<file path="config.mk">
export PLATFORM = sky130hd
export DESIGN_NAME = lsu_dbus
export DESIGN_NICKNAME = d
export VERILOG_FILES = /design/src/rtl/lsu_dbus_pkg.sv /design/src/rtl/lsu_align.sv /design/src/rtl/lsu_dbus.sv
export SDC_FILE = /design/constraint.sdc
export NUM_CORES = 1
export LEC_CHECK = 0
export ABC_CLOCK_PERIOD_IN_PS = 1500
export BUFFER_PORTS_ARGS = -buffer_cell sky130_fd_sc_hd__buf_2
export CAP_MARGIN = 20
export CORE_AREA = 2 2 119 121
export DETAILED_ROUTE_END_ITERATION = 6
export DIE_AREA = 0 0 121 123
export GPL_TIMING_DRIVEN = 0
export PLACE_DENSITY_LB_ADDON = 0.15
export RECOVER_POWER = 25
export SYNTH_ARGS = -nofsm -noshare
export SYNTH_HDL_FRONTEND = slang
export SYNTH_SLANG_ARGS = --single-unit
</file>
<file path="constraint.sdc">
create_clock -name clk -period 1.5 [get_ports clk]
set_input_delay 0.075 -clock clk [delete_from_list [all_inputs] [get_ports clk]]
set_output_delay 0.075 -clock clk [all_outputs]
set_load 0.01 [all_outputs]
</file>
<file path="src/rtl/lsu_dbus_pkg.sv">
// rtl/lsu_dbus_pkg.sv - funct3 codes, FSM encodings and access-size helpers for lsu_dbus
package lsu_dbus_pkg;

    localparam logic [2:0] F3_B  = 3'b000;
    localparam logic [2:0] F3_H  = 3'b001;
    localparam logic [2:0] F3_W  = 3'b010;
    localparam logic [2:0] F3_BU = 3'b100;
    localparam logic [2:0] F3_HU = 3'b101;

    // ST_ERR is only reachable when the misalignment check is built in
    localparam logic [1:0] ST_IDLE = 2'b00;
    localparam logic [1:0] ST_BUS  = 2'b01;
    localparam logic [1:0] ST_DONE = 2'b10;
    localparam logic [1:0] ST_ERR  = 2'b11;

    localparam int TO_CNT_W = 8;

    typedef enum logic [1:0] {
        SZ_BYTE = 2'b00,
        SZ_HALF = 2'b01,
        SZ_WORD = 2'b10
    } acc_size_e;

    // Reserved encodings fall through to a word access
    function automatic acc_size_e access_size(input logic [2:0] funct3);
        case (funct3)
            F3_B, F3_BU: return SZ_BYTE;
            F3_H, F3_HU: return SZ_HALF;
            default:     return SZ_WORD;
        endcase
    endfunction

    function automatic logic is_misaligned(input logic [2:0] funct3, input logic [1:0] addr_lo);
        case (access_size(funct3))
            SZ_BYTE: return 1'b0;
            SZ_HALF: return addr_lo[0];
            default: return (addr_lo != 2'b00);
        endcase
    endfunction

endpackage

</file>
<file path="src/rtl/lsu_align.sv">
// rtl/lsu_align.sv - byte strobes, store lane replication and load extraction
module lsu_align
    import lsu_dbus_pkg::*;
(
    input  logic [2:0]  funct3,
    input  logic [1:0]  addr_lo,
    input  logic [31:0] wdata,
    input  logic [31:0] rdata,
    output logic [3:0]  bus_sel,
    output logic [31:0] bus_wdata,
    output logic [31:0] load_data
);

    acc_size_e   size;
    logic        sign_ext;
    logic [7:0]  byte_lane;
    logic [15:0] half_lane;

    assign size      = access_size(funct3);
    assign sign_ext  = ~funct3[2];
    assign byte_lane = 8'(rdata >> {addr_lo, 3'b000});
    assign half_lane = 16'(rdata >> {addr_lo[1], 4'b0000});

    always_comb begin
        bus_sel   = 4'b1111;
        bus_wdata = wdata;
        load_data = rdata;
        case (size)
            SZ_BYTE: begin
                bus_sel   = 4'b0001 << addr_lo;
                bus_wdata = {4{wdata[7:0]}};
                load_data = {{24{sign_ext & byte_lane[7]}}, byte_lane};
            end
            SZ_HALF: begin
                bus_sel   = 4'b0011 << {addr_lo[1], 1'b0};
                bus_wdata = {2{wdata[15:0]}};
                load_data = {{16{sign_ext & half_lane[15]}}, half_lane};
            end
            default: begin
                bus_sel   = 4'b1111;
                bus_wdata = wdata;
                load_data = rdata;
            end
        endcase
    end

endmodule

</file>
<file path="src/rtl/lsu_dbus.sv">
// rtl/lsu_dbus.sv - load/store unit data-bus FSM; optional LSU_MISALIGN_CHK_EN misalignment trap
module lsu_dbus
    import lsu_dbus_pkg::*;
#(
    parameter int TIMEOUT = 255
)
(
    input  logic        clk,
    input  logic        rst,
    input  logic        req_i,
    input  logic        we_i,
    input  logic [31:0] addr_i,
    input  logic [31:0] wdata_i,
    input  logic [2:0]  funct3_i,
    input  logic [4:0]  rd_i,
    output logic        bus_req_o,
    output logic        bus_we_o,
    output logic [31:0] bus_addr_o,
    output logic [31:0] bus_wdata_o,
    output logic [3:0]  bus_sel_o,
    input  logic        bus_ack_i,
    input  logic [31:0] bus_rdata_i,
    output logic        hold_o,
    output logic        reg_we_o,
    output logic [4:0]  reg_waddr_o,
    output logic [31:0] reg_wdata_o,
    output logic        err_o
);

    localparam logic [TO_CNT_W-1:0] TO_LAST = TO_CNT_W'(TIMEOUT - 1);

    logic [1:0]          state;
    logic                we_q;
    logic [31:0]         addr_q;
    logic [31:0]         wdata_q;
    logic [31:0]         rdata_q;
    logic [2:0]          funct3_q;
    logic [4:0]          rd_q;
    logic [TO_CNT_W-1:0] cnt;
    logic                err_q;

    logic        in_idle;
    logic        in_bus;
    logic        in_done;
    logic        in_err;
    logic        wb_en;
    logic [3:0]  sel;
    logic [31:0] lane_wdata;
    logic [31:0] load_data;

    lsu_align u_align (
        .funct3    (funct3_q),
        .addr_lo   (addr_q[1:0]),
        .wdata     (wdata_q),
        .rdata     (rdata_q),
        .bus_sel   (sel),
        .bus_wdata (lane_wdata),
        .load_data (load_data)
    );

    always_ff @(posedge clk or negedge rst) begin
        if (!rst) begin
            state    <= ST_IDLE;
            we_q     <= 1'b0;
            addr_q   <= '0;
            wdata_q  <= '0;
            rdata_q  <= '0;
            funct3_q <= '0;
            rd_q     <= '0;
            cnt      <= '0;
            err_q    <= 1'b0;
        end else begin
            err_q <= 1'b0;
            case (state)
                ST_IDLE: begin
                    if (req_i) begin
                        we_q     <= we_i;
                        addr_q   <= addr_i;
                        wdata_q  <= wdata_i;
                        funct3_q <= funct3_i;
                        rd_q     <= rd_i;
                        cnt      <= '0;
`ifdef LSU_MISALIGN_CHK_EN
                        if (is_misaligned(funct3_i, addr_i[1:0])) begin
                            state <= ST_ERR;
                            err_q <= 1'b1;
                        end else begin
                            state <= ST_BUS;
                        end
`else
                        state <= ST_BUS;
`endif
                    end
                end
                ST_BUS: begin
                    // An ack arriving on the last allowed cycle still completes the access
                    if (bus_ack_i) begin
                        rdata_q <= bus_rdata_i;
                        state   <= ST_DONE;
                    end else if (cnt == TO_LAST) begin
                        state <= ST_IDLE;
                        err_q <= 1'b1;
                    end else begin
                        cnt <= cnt + 1'b1;
                    end
                end
                ST_DONE: state <= ST_IDLE;
                default: state <= ST_IDLE;
            endcase
        end
    end

    assign in_idle = (state == ST_IDLE);
    assign in_bus  = (state == ST_BUS);
    assign in_done = (state == ST_DONE);
    assign in_err  = (state == ST_ERR);

    // Bus outputs are gated by state so an async reset clears them at once
    assign bus_req_o   = in_bus;
    assign bus_we_o    = in_bus & we_q;
    assign bus_addr_o  = in_bus ? {addr_q[31:2], 2'b00} : 32'h0;
    assign bus_wdata_o = in_bus ? lane_wdata : 32'h0;
    assign bus_sel_o   = in_bus ? sel : 4'b0000;

    assign wb_en       = in_done & ~we_q & (rd_q != 5'd0);
    assign reg_we_o    = wb_en;
    assign reg_waddr_o = wb_en ? rd_q : 5'd0;
    assign reg_wdata_o = wb_en ? load_data : 32'h0;

    assign hold_o = rst & (in_bus | in_err | (in_idle & req_i));
    assign err_o  = err_q;

endmodule

</file>
[Word level (Yosys, flattened, before mapping)]
Cells that the tools add are included.
Storage, ports and cells
  register bits: 116
  bits in latches: 0
  RAM bits: 0
  input bits: 109
  output and inout port bits: 110
  word-level logic and storage cells: 68
  bits in read-only memories: 0
  memories: 0
Cells by class
  $mul: 0
  reductions and logical operators: 11
  order comparisons: 0
  equal/unequal tests: 12
  $add $sub $neg: 1
  bitwise logic cells: 11
  shift-type cells: 4
  mux-type cells: 20
  div/mod/pow operators: 0
Operators by type and width (number)
  one-hot mux 32 bit (2 select lines): 2
  2-to-1 mux 32 bit: 3
  >> shifter 32 x 5 -> 16 bit: 1
  >> shifter 32 x 5 -> 8 bit: 1
  2-to-1 mux 8 bit: 3
  one-hot mux 8 bit (2 select lines): 1
  adder 8 x 1 -> 8 bit, second input constant: 1
  equality test 8 bit, second input constant: 1
  one-hot mux 2 bit (2 select lines): 2
  one-hot mux 4 bit (2 select lines): 1
  bitwise AND 1 bit: 7
  equality test 3 bit, second input constant: 2
  2-to-1 mux 2 bit: 3
  inequality test 2 bit, second input constant: 3
  AND reduction 2 bit: 3
  2-to-1 mux 5 bit: 1
  nonzero test 5 bit: 1
  equality test 2 x 1 -> 1 bit, second input constant: 2
  equality test 2 bit, second input constant: 2
  zero test 2 bit: 2
  2-to-1 mux 4 bit: 1
  AND reduction 4 bit: 1
  OR reduction 2 bit: 2
  << shifter 1 x 2 -> 4 bit, first input constant: 1
  other kinds (8): 12

[Depth between registers and ports, before layout]
Gate-level depths: netlist of run 1.
  word-level depth: 6
  depth in mapped cells: 7

[Hierarchy]
From an unflattened synthesis of run 1, not the netlist that was laid out.
Second synthesis, totals
  cell total of the unflattened synthesis: 717
  area, all modules: 6368.6 um2
Modules (own cells, without submodules)
  lsu_dbus: area each 5268.8 um2, instances 1, cells an instance 560
  lsu_align: area each 1099.8 um2, instances 1, cells an instance 157

[Worst setup path after synthesis of run 1]
OpenSTA, ideal clock, no wires.
  kind: register -> output
  from: register funct3_q[0]
  to: output port reg_wdata_o[7]
  arrival: 1.558 ns
  buffers on the path: 2
  required time: 1.425 ns
  slack: -0.133 ns
  stages on the path, launching flop included: 6
  cells stage by stage: dfrtp_1 > buf_2 > or2_2 > clkbuf_1 > nor2_1 > a2111oi_0
Between the ends
  cells in the longest elaborated chain, start to end: 6
  elaborated cells between the ends (all ways): 11
  classes of those cells: 4 x eq/ne; 3 x mux; 4 x reduce/logical
RTL lines
  from (decl): RTL line lsu_dbus.sv:37  | logic [2:0] funct3_q;
  from (signal assigned): RTL line lsu_dbus.sv:80  | funct3_q <= funct3_i;
  equality test 3 x 1 -> 1 bit, or another cell as far along: RTL line lsu_dbus_pkg.sv:26  | case (funct3)
  OR reduction 2 bit: RTL line lsu_dbus_pkg.sv:26
  one-hot mux 2 bit (2 select lines) (*): RTL line lsu_dbus_pkg.sv:26
  equality test 2 x 1 -> 1 bit / zero test 2 bit (equally long branches): RTL line lsu_align.sv:28  | case (size)
  one-hot mux 32 bit (2 select lines) (*): RTL line lsu_align.sv:28
  2-to-1 mux 32 bit (*): RTL line lsu_dbus.sv:128  | assign reg_wdata_o = wb_en ? load_data : 32'h0;
  to (decl): RTL line lsu_dbus.sv:26  | output logic [31:0] reg_wdata_o,
Mark *: on every way between the ends. The rest lies on a longest branch, timed or not.

[Worst setup path in the final report of run 1]
  from: register rd_q[1]
  to: output port reg_wdata_o[20]
Between the ends
  cells in the longest elaborated chain, start to end: 3
RTL lines
  from (decl): RTL line lsu_dbus.sv:38  | logic [4:0] rd_q;
  from (signal assigned): RTL line lsu_dbus.sv:81  | rd_q <= rd_i;
  nonzero test 5 bit: RTL line lsu_dbus.sv:125  | assign wb_en = in_done & ~we_q & (rd_q != 5'd0);
  bitwise AND 1 bit: RTL line lsu_dbus.sv:125
  2-to-1 mux 32 bit: RTL line lsu_dbus.sv:128
No other way between the ends.

==> results of run 1 <==
report_power, final:
| part | leakage, µW | switching (µW) | internal [µW] |
|---|---|---|---|
| Combinational | 0.00395 | 5790 | 5800 |
| Clock | 0.000264 | 1590 | 2300 |
| Sequential | 0.00142 | 1430 | 4430 |
sequential cells by signal (all words and copies together) (netlist names):
| name | count |
|---|---|
| we_q | 1 |
| cnt | 8 |
| state | 2 |
| rd_q | 5 |
| err_o | 1 |
| funct3_q | 3 |
| rdata_q | 32 |
| wdata_q | 32 |
| addr_q | 32 |
Yosys cell counts (6+ instances only):
library cell	number	area share, %
a21oi_1	55	4.6
a22oi_1	7	0.87
and2_1	45	4.7
buf_2	11	0.91
clkbuf_1	31	1.9
dfrtp_1	116	48
inv_1	9	0.56
mux2_2	30	5.6
mux2i_1	23	3.8
nand2_1	242	15
nand3_1	6	0.50
nor2_1	55	3.4
o21ai_0	12	1.0
worst reg2reg max path, cell delays in order (launching register included):
cell and delay (ps):
dfrtp_2 430, buf_6 130, buf_6 100, buf_6 110, buf_6 110, nor3b_4 200
o211ai_1 190, or3_1 390, a21oi_2 130
cell families after synthesis:
| logic type | count (synthesis) | share of synthesized area (%) |
|---|---|---|
| AOI/OAI and AO/OA | 102 | 10.3 |
| xor gates and xnor gates | 3 | 0.436 |
| adders and majority gates | 2 | 0.415 |
| buffers and inverters | 59 | 4.34 |
| DFF | 116 | 48.2 |
| muxes | 54 | 9.80 |
| other | 1 | 0.0623 |
| and+or+nand+nor | 369 | 26.4 |
worst max path at each step:
stage | startpoint | endpoint | slack [ps]
5_1_grt | rd_q[1] | reg_wdata_o[27] | -830
3_5_place_dp | state[0] | hold_o | -520
6_report | rd_q[1] | reg_wdata_o[20] | -810
4_1_cts | rd_q[3] | reg_wdata_o[31] | -760
2_1_floorplan | rd_q[0] | reg_wdata_o[21] | -90
3_3_place_gp | rst | wdata_q[20] | -1190
final cells by class:
type                    count  area (µm²)
repair buffers            410        3680
multi-input cells         532        3630
flip-flops and latches    116        2910
fillers                   615        2000
well taps                 180         225
plain buffers              46         561
inverters                   9        58.8
diodes                      1        2.50
clock inverters            13         111
clock buffers              18         439
what timing repair did:
action	4_1_cts	5_1_grt
buffers inserted	38	43
resized for setup	225	291
endpoints found under the hold margin	159	54
pin swaps	38	55
endpoints found under the setup margin	221	218
cloned	7	8
per-stage QoR:
stage | std cells | worst slack [ps] | hold slack (ps) | util, % | total power (µW)
floorplan | 707 | -89.0 | -221 | - | 9310
finish | 1325 | -807 | -6.73 | 85.3 | 21300
CTS | 1282 | -762 | -371 | 74.7 | 17500
global placement | 1102 | -1190 | 264 | 53.9 | 11400
detailed placement | 1103 | -520 | 80.1 | 54.1 | 11500
global route | 1325 | -828 | 59.8 | 85.3 | 22100
routing by layer:
| layer | wire, µm | global-route usage (%) | vias up |
|---|---|---|---|
| li1 | - | - | 3173 |
| met1 | 10300 | 36.8 | 3662 |
| met2 | 14500 | 51.5 | 583 |
| met3 | 2430 | 8.30 | 177 |
| met4 | 1800 | 12.6 | 0 |
| met5 | 0 | 0 | - |
==> flow_metrics.env, run 1 <==
export IMPL_status="finished, violations left"
export IMPL_violations="hold timing, capacitance limit, slew limit, setup timing"
export IMPL_initial_core_util_pct=44.3
export IMPL_rsz0062_at_grt="true"
export IMPL_grt_max_degree=63
export IMPL_maxSlewViolCount=56
export IMPL_cts_path_max_buffers=2
export IMPL_finClkSkew_ps=7.68
export IMPL_clkLatencyLatePin_ps=430
export IMPL_wl_per_cell_um=21.9
export IMPL_avgSynthCellArea_um2=8.53
export IMPL_ctsRootBufferMaster="clkbuf_16"
export IMPL_layout_cells_most_common="nand2_1"
export IMPL_grt_use_total_pct=30.4
export IMPL_fmax_mhz=434
export IMPL_ir_worst_vdd_v=0.00127
export IMPL_design_die_area_mm2=0.0149
export IMPL_die_h_um=123
export IMPL_num_vias=7595
export IMPL_max_stage_delay_ps=550
export IMPL_nets=1243
export IMPL_die_x_um=121
export IMPL_worst_slew_pin_slew_ps=1540
export IMPL_tritoncts="built"
export IMPL_tns_ps=-59510
export IMPL_reg2reg_setup_slack_ps=-370
export IMPL_htreeDepth=4
export IMPL_worstPathRequired_ps=1420
export IMPL_r2r_end="cnt[5]"
export IMPL_ys_types=49
export IMPL_min_period_over_period_pct=154
export IMPL_firstDrtPassIters=5
export IMPL_netlist_area_mm2=0.00602
export IMPL_async_reset_ff_share_pct=100
export IMPL_grt_pass1_vias=6735
export IMPL_power_density_mw_per_mm2=1840
export IMPL_regToRegStartpoint="state[1]"
export IMPL_cp_depth=7
export IMPL_area_growth_pct=92.8
export IMPL_ant_nets=0
export IMPL_post_route_min_period_ps=2310
export IMPL_overflow=0
export IMPL_place_area_mm2=0.00737
export IMPL_hp_class="in2async"
export IMPL_synth_seq_cells=116
export IMPL_p_leak_uw=0.00564
export IMPL_wl_um=29000
export IMPL_ys_warnings_count=0
export IMPL_synthCells=706
export IMPL_hold_buffers=105
export IMPL_crit_slowest_cell="or4_4"
export IMPL_route_detailed_drc=0
export IMPL_hold_ws_ps=-6.73
export IMPL_synth_edf_count=0
export IMPL_final_cell_mix="nand2_1, buf_2, dfrtp_1, dlygate4sd3_1, buf_6"
export IMPL_rows=43
export IMPL_cp_top_family="simple AND/OR/NAND/NOR gates"
export IMPL_fin_area_mm2=0.0116
export IMPL_cts_buffers=17
export IMPL_io_buffers=215
export IMPL_cap_violations=1
export IMPL_relSlewSlack_pct=-2.73
export IMPL_path_cells="or4_4, o21ai_4, a21o_1, buf_6, buf_8, nor2_1, buf_2"
export IMPL_path_class="reg2out"
export IMPL_critPathBufInv=3
export IMPL_worst_path_max_fanout=7
export IMPL_arrival_ps=2230
export IMPL_io_pins=219
export IMPL_hold_viol=2
export IMPL_clock_sinks=116
export IMPL_setup_viol=183
export IMPL_start_kind="flop"
export IMPL_clk_pin_slew_worst_paths_ps=60
export IMPL_antenna_found_initial=1
export IMPL_post_dp_hpwl_um=13400
export IMPL_yosysSeqAreaShare_pct=48.2
export IMPL_grt_pass1_wl_um=34500
export IMPL_avgViaCountPerCell=5.73
export IMPL_gp_congestion=0.894
export IMPL_coreArea_mm2=0.0136
export IMPL_drtIter0Drc=720
export IMPL_yosys_most_used_dff="dfrtp_1"
export IMPL_endpoint_kind="primary output"
export IMPL_r2r_cells=8
export IMPL_drive_above_1_share_pct=51.0
export IMPL_setup_ws_ps=-807
Note: power is estimated with default switching activity, not from simulation.
==> inputs of run 2 (changes only) <==
ABC_CLOCK_PERIOD_IN_PS = 2400   (was 1500)
clock period = 2.4 ns   (was 1.5 ns; I/O delays follow)
==> flow_metrics.env, run 2 (synthesis gave the netlist of run 1 again) <==
export IMPL_status="completed"
export IMPL_endpoint_kind="primary output"
export IMPL_antenna_found_initial=0
export IMPL_layout_cells_most_common="nand2_1"
export IMPL_fmax_mhz=423
export IMPL_top_layer_used="met4"
export IMPL_pre_cts_ws_ps=358
export IMPL_start_kind="flop"
export IMPL_initial_core_util_pct=44.3
export IMPL_ctsRootBufferMaster="clkbuf_16"
export IMPL_reg2reg_setup_slack_ps=480
export IMPL_crit_slowest_cell="a2111oi_1"
export IMPL_setup_ws_ps=38.4
export IMPL_min_period_over_period_pct=98.4
export IMPL_nets=1162
export IMPL_die_h_um=123
export IMPL_worst_slew_pin_slew_ps=566
export IMPL_gp_congestion=0.900
export IMPL_coreArea_mm2=0.0136
export IMPL_p_leak_uw=0.00477
export IMPL_io_buffers=215
export IMPL_drt_met1_wl_um=8570
export IMPL_route_met2_wl_um=9720
export IMPL_die_x_um=121
export IMPL_maxSlewViolCount=0
export IMPL_post_route_min_period_ps=2360
export IMPL_ant_nets=0
export IMPL_post_dp_hpwl_um=13400
export IMPL_setup_viol=0
export IMPL_grt_use_total_pct=27.5
export IMPL_power_density_mw_per_mm2=1110
export IMPL_hp_class="in2reg"
export IMPL_reg_top3="addr_q: 32 flops, rdata_q: 32 flops, wdata_q: 32 flops"
export IMPL_worstPathRequired_ps=2280
export IMPL_firstDrtPassIters=4
export IMPL_tns_ps=0
export IMPL_arrival_ps=2240
export IMPL_route_detailed_drc=0
export IMPL_wl_met3_um=1320
export IMPL_clock_sinks=116
export IMPL_cap_violations=0
export IMPL_max_stage_delay_ps=550
export IMPL_hold_viol=0
export IMPL_antennaDiodeCount=0
export IMPL_io_pins=219
export IMPL_grt_pass1_wl_um=31400
export IMPL_num_vias=6238
export IMPL_critPathBufInv=3
export IMPL_relSlewSlack_pct=62.2
export IMPL_worst_path_max_fanout=10
export IMPL_final_cell_mix="nand2_1, buf_2, dfrtp_1, dlygate4sd3_1, a21oi_1"
export IMPL_clk_pin_slew_worst_paths_ps=50
export IMPL_drive_above_1_share_pct=30.2
export IMPL_clkLatencyLatePin_ps=420
export IMPL_wl_per_cell_um=16.1
export IMPL_area_growth_pct=51.1
export IMPL_overflow=0
export IMPL_grt_max_degree=75
export IMPL_grt_pass1_vias=6237
export IMPL_design_die_area_mm2=0.0149
export IMPL_finClkSkew_ps=4.59
export IMPL_cp_top_family="compound AO/OA/AOI/OAI gates"
export IMPL_path_class="reg2out"
export IMPL_htreeDepth=4
export IMPL_cts_buffers=17
export IMPL_tritoncts="built"
export IMPL_cts_path_max_buffers=2
export IMPL_path_cells="buf_4, inv_1, a21oi_1, nor2_1, a2111oi_1, buf_2"
export IMPL_rows=43
export IMPL_avgViaCountPerCell=5.01
export IMPL_ir_worst_vdd_v=0.000621
export IMPL_wl_um=20000
export IMPL_drtIter0Drc=338
-- run 2: changes by cell type in the layout (fill, tap and decap cells not counted), moves of 22 or more --
cell,delta
buf_6,-102
buf_2,+77
and2_1,+42
and2_4,-42
buf_4,-37
a21oi_1,+34
nor2_1,+31
a21oi_2,-30
buf_8,-23
nor2_4,-22
-- run 2: metrics by stage --
stage / instance area, µm² / hold slack [ps] / cells / utilization [%] / power, µW
after floorplan: 6030 / -176 / 707 / - / 5810
after global placement: 7330 / 309 / 1102 / 53.8 / 7120
after detailed placement: 7360 / 77.4 / 1103 / 54.1 / 7200
after CTS: 9050 / 46.9 / 1241 / 66.5 / 9990
after global routing: 9100 / 58.8 / 1244 / 66.9 / 10700
final: 9100 / 58.8 / 1244 / 66.9 / 10100
-- run 2: worst paths after layout --
path | from | to | cells past startpoint
worst max register to register | state[0] | wdata_q[18] | 6
worst max-delay path | addr_q[1] | reg_wdata_o[7] | 6
worst min register to register | addr_q[22] | addr_q[22] | 2
max in group asynchronous | rst | wdata_q[1] | 3
min in group asynchronous | rst | rdata_q[0] | 2
worst min-delay path | bus_ack_i | err_o | 2
-- run 2: power by group --
group	switching [µW]	leakage (µW)	internal [µW]
clock	937	0.000287	1680
combinational	2270	0.00305	1720
sequential	687	0.00143	2770
-- run 2: timing repair --
| action | CTS | global route |
|---|---|---|
| gates resized for setup | 6 | 20 |
| endpoints found under the setup margin | 16 | 70 |
| pin swaps | 1 | 1 |
| buffers inserted | 0 | 5 |
| hold buffers | 106 | 0 |
| endpoints found under the hold margin | 148 | 0 |
-- run 2: area by class of cell --
| cell class | count | area, µm² |
|---|---|---|
| clock buffer | 19 | 453 |
| sequential | 116 | 2900 |
| buffer | 48 | 239 |
| inverter | 9 | 33.8 |
| timing repair buffer | 327 | 2210 |
| clock inverter | 13 | 156 |
| multi-input combinational | 532 | 2880 |
| fill | 1135 | 4510 |
| tap | 180 | 225 |
-- run 2: worst register-to-register path: cells and delay by family, from the launching register on --
kind | cells | cell delay [ps]
flops | 1 | 500
simple gates | 4 | 420
buf+inv | 2 | 940
-- run 2: metal layers --
metal / global-route usage [%] / vias to the layer above
met5: 0 / -
met4: 9.45 / 0
met3: 7.66 / 32
met2: 45.4 / 230
met1: 34.9 / 2974
li1: - / 3002
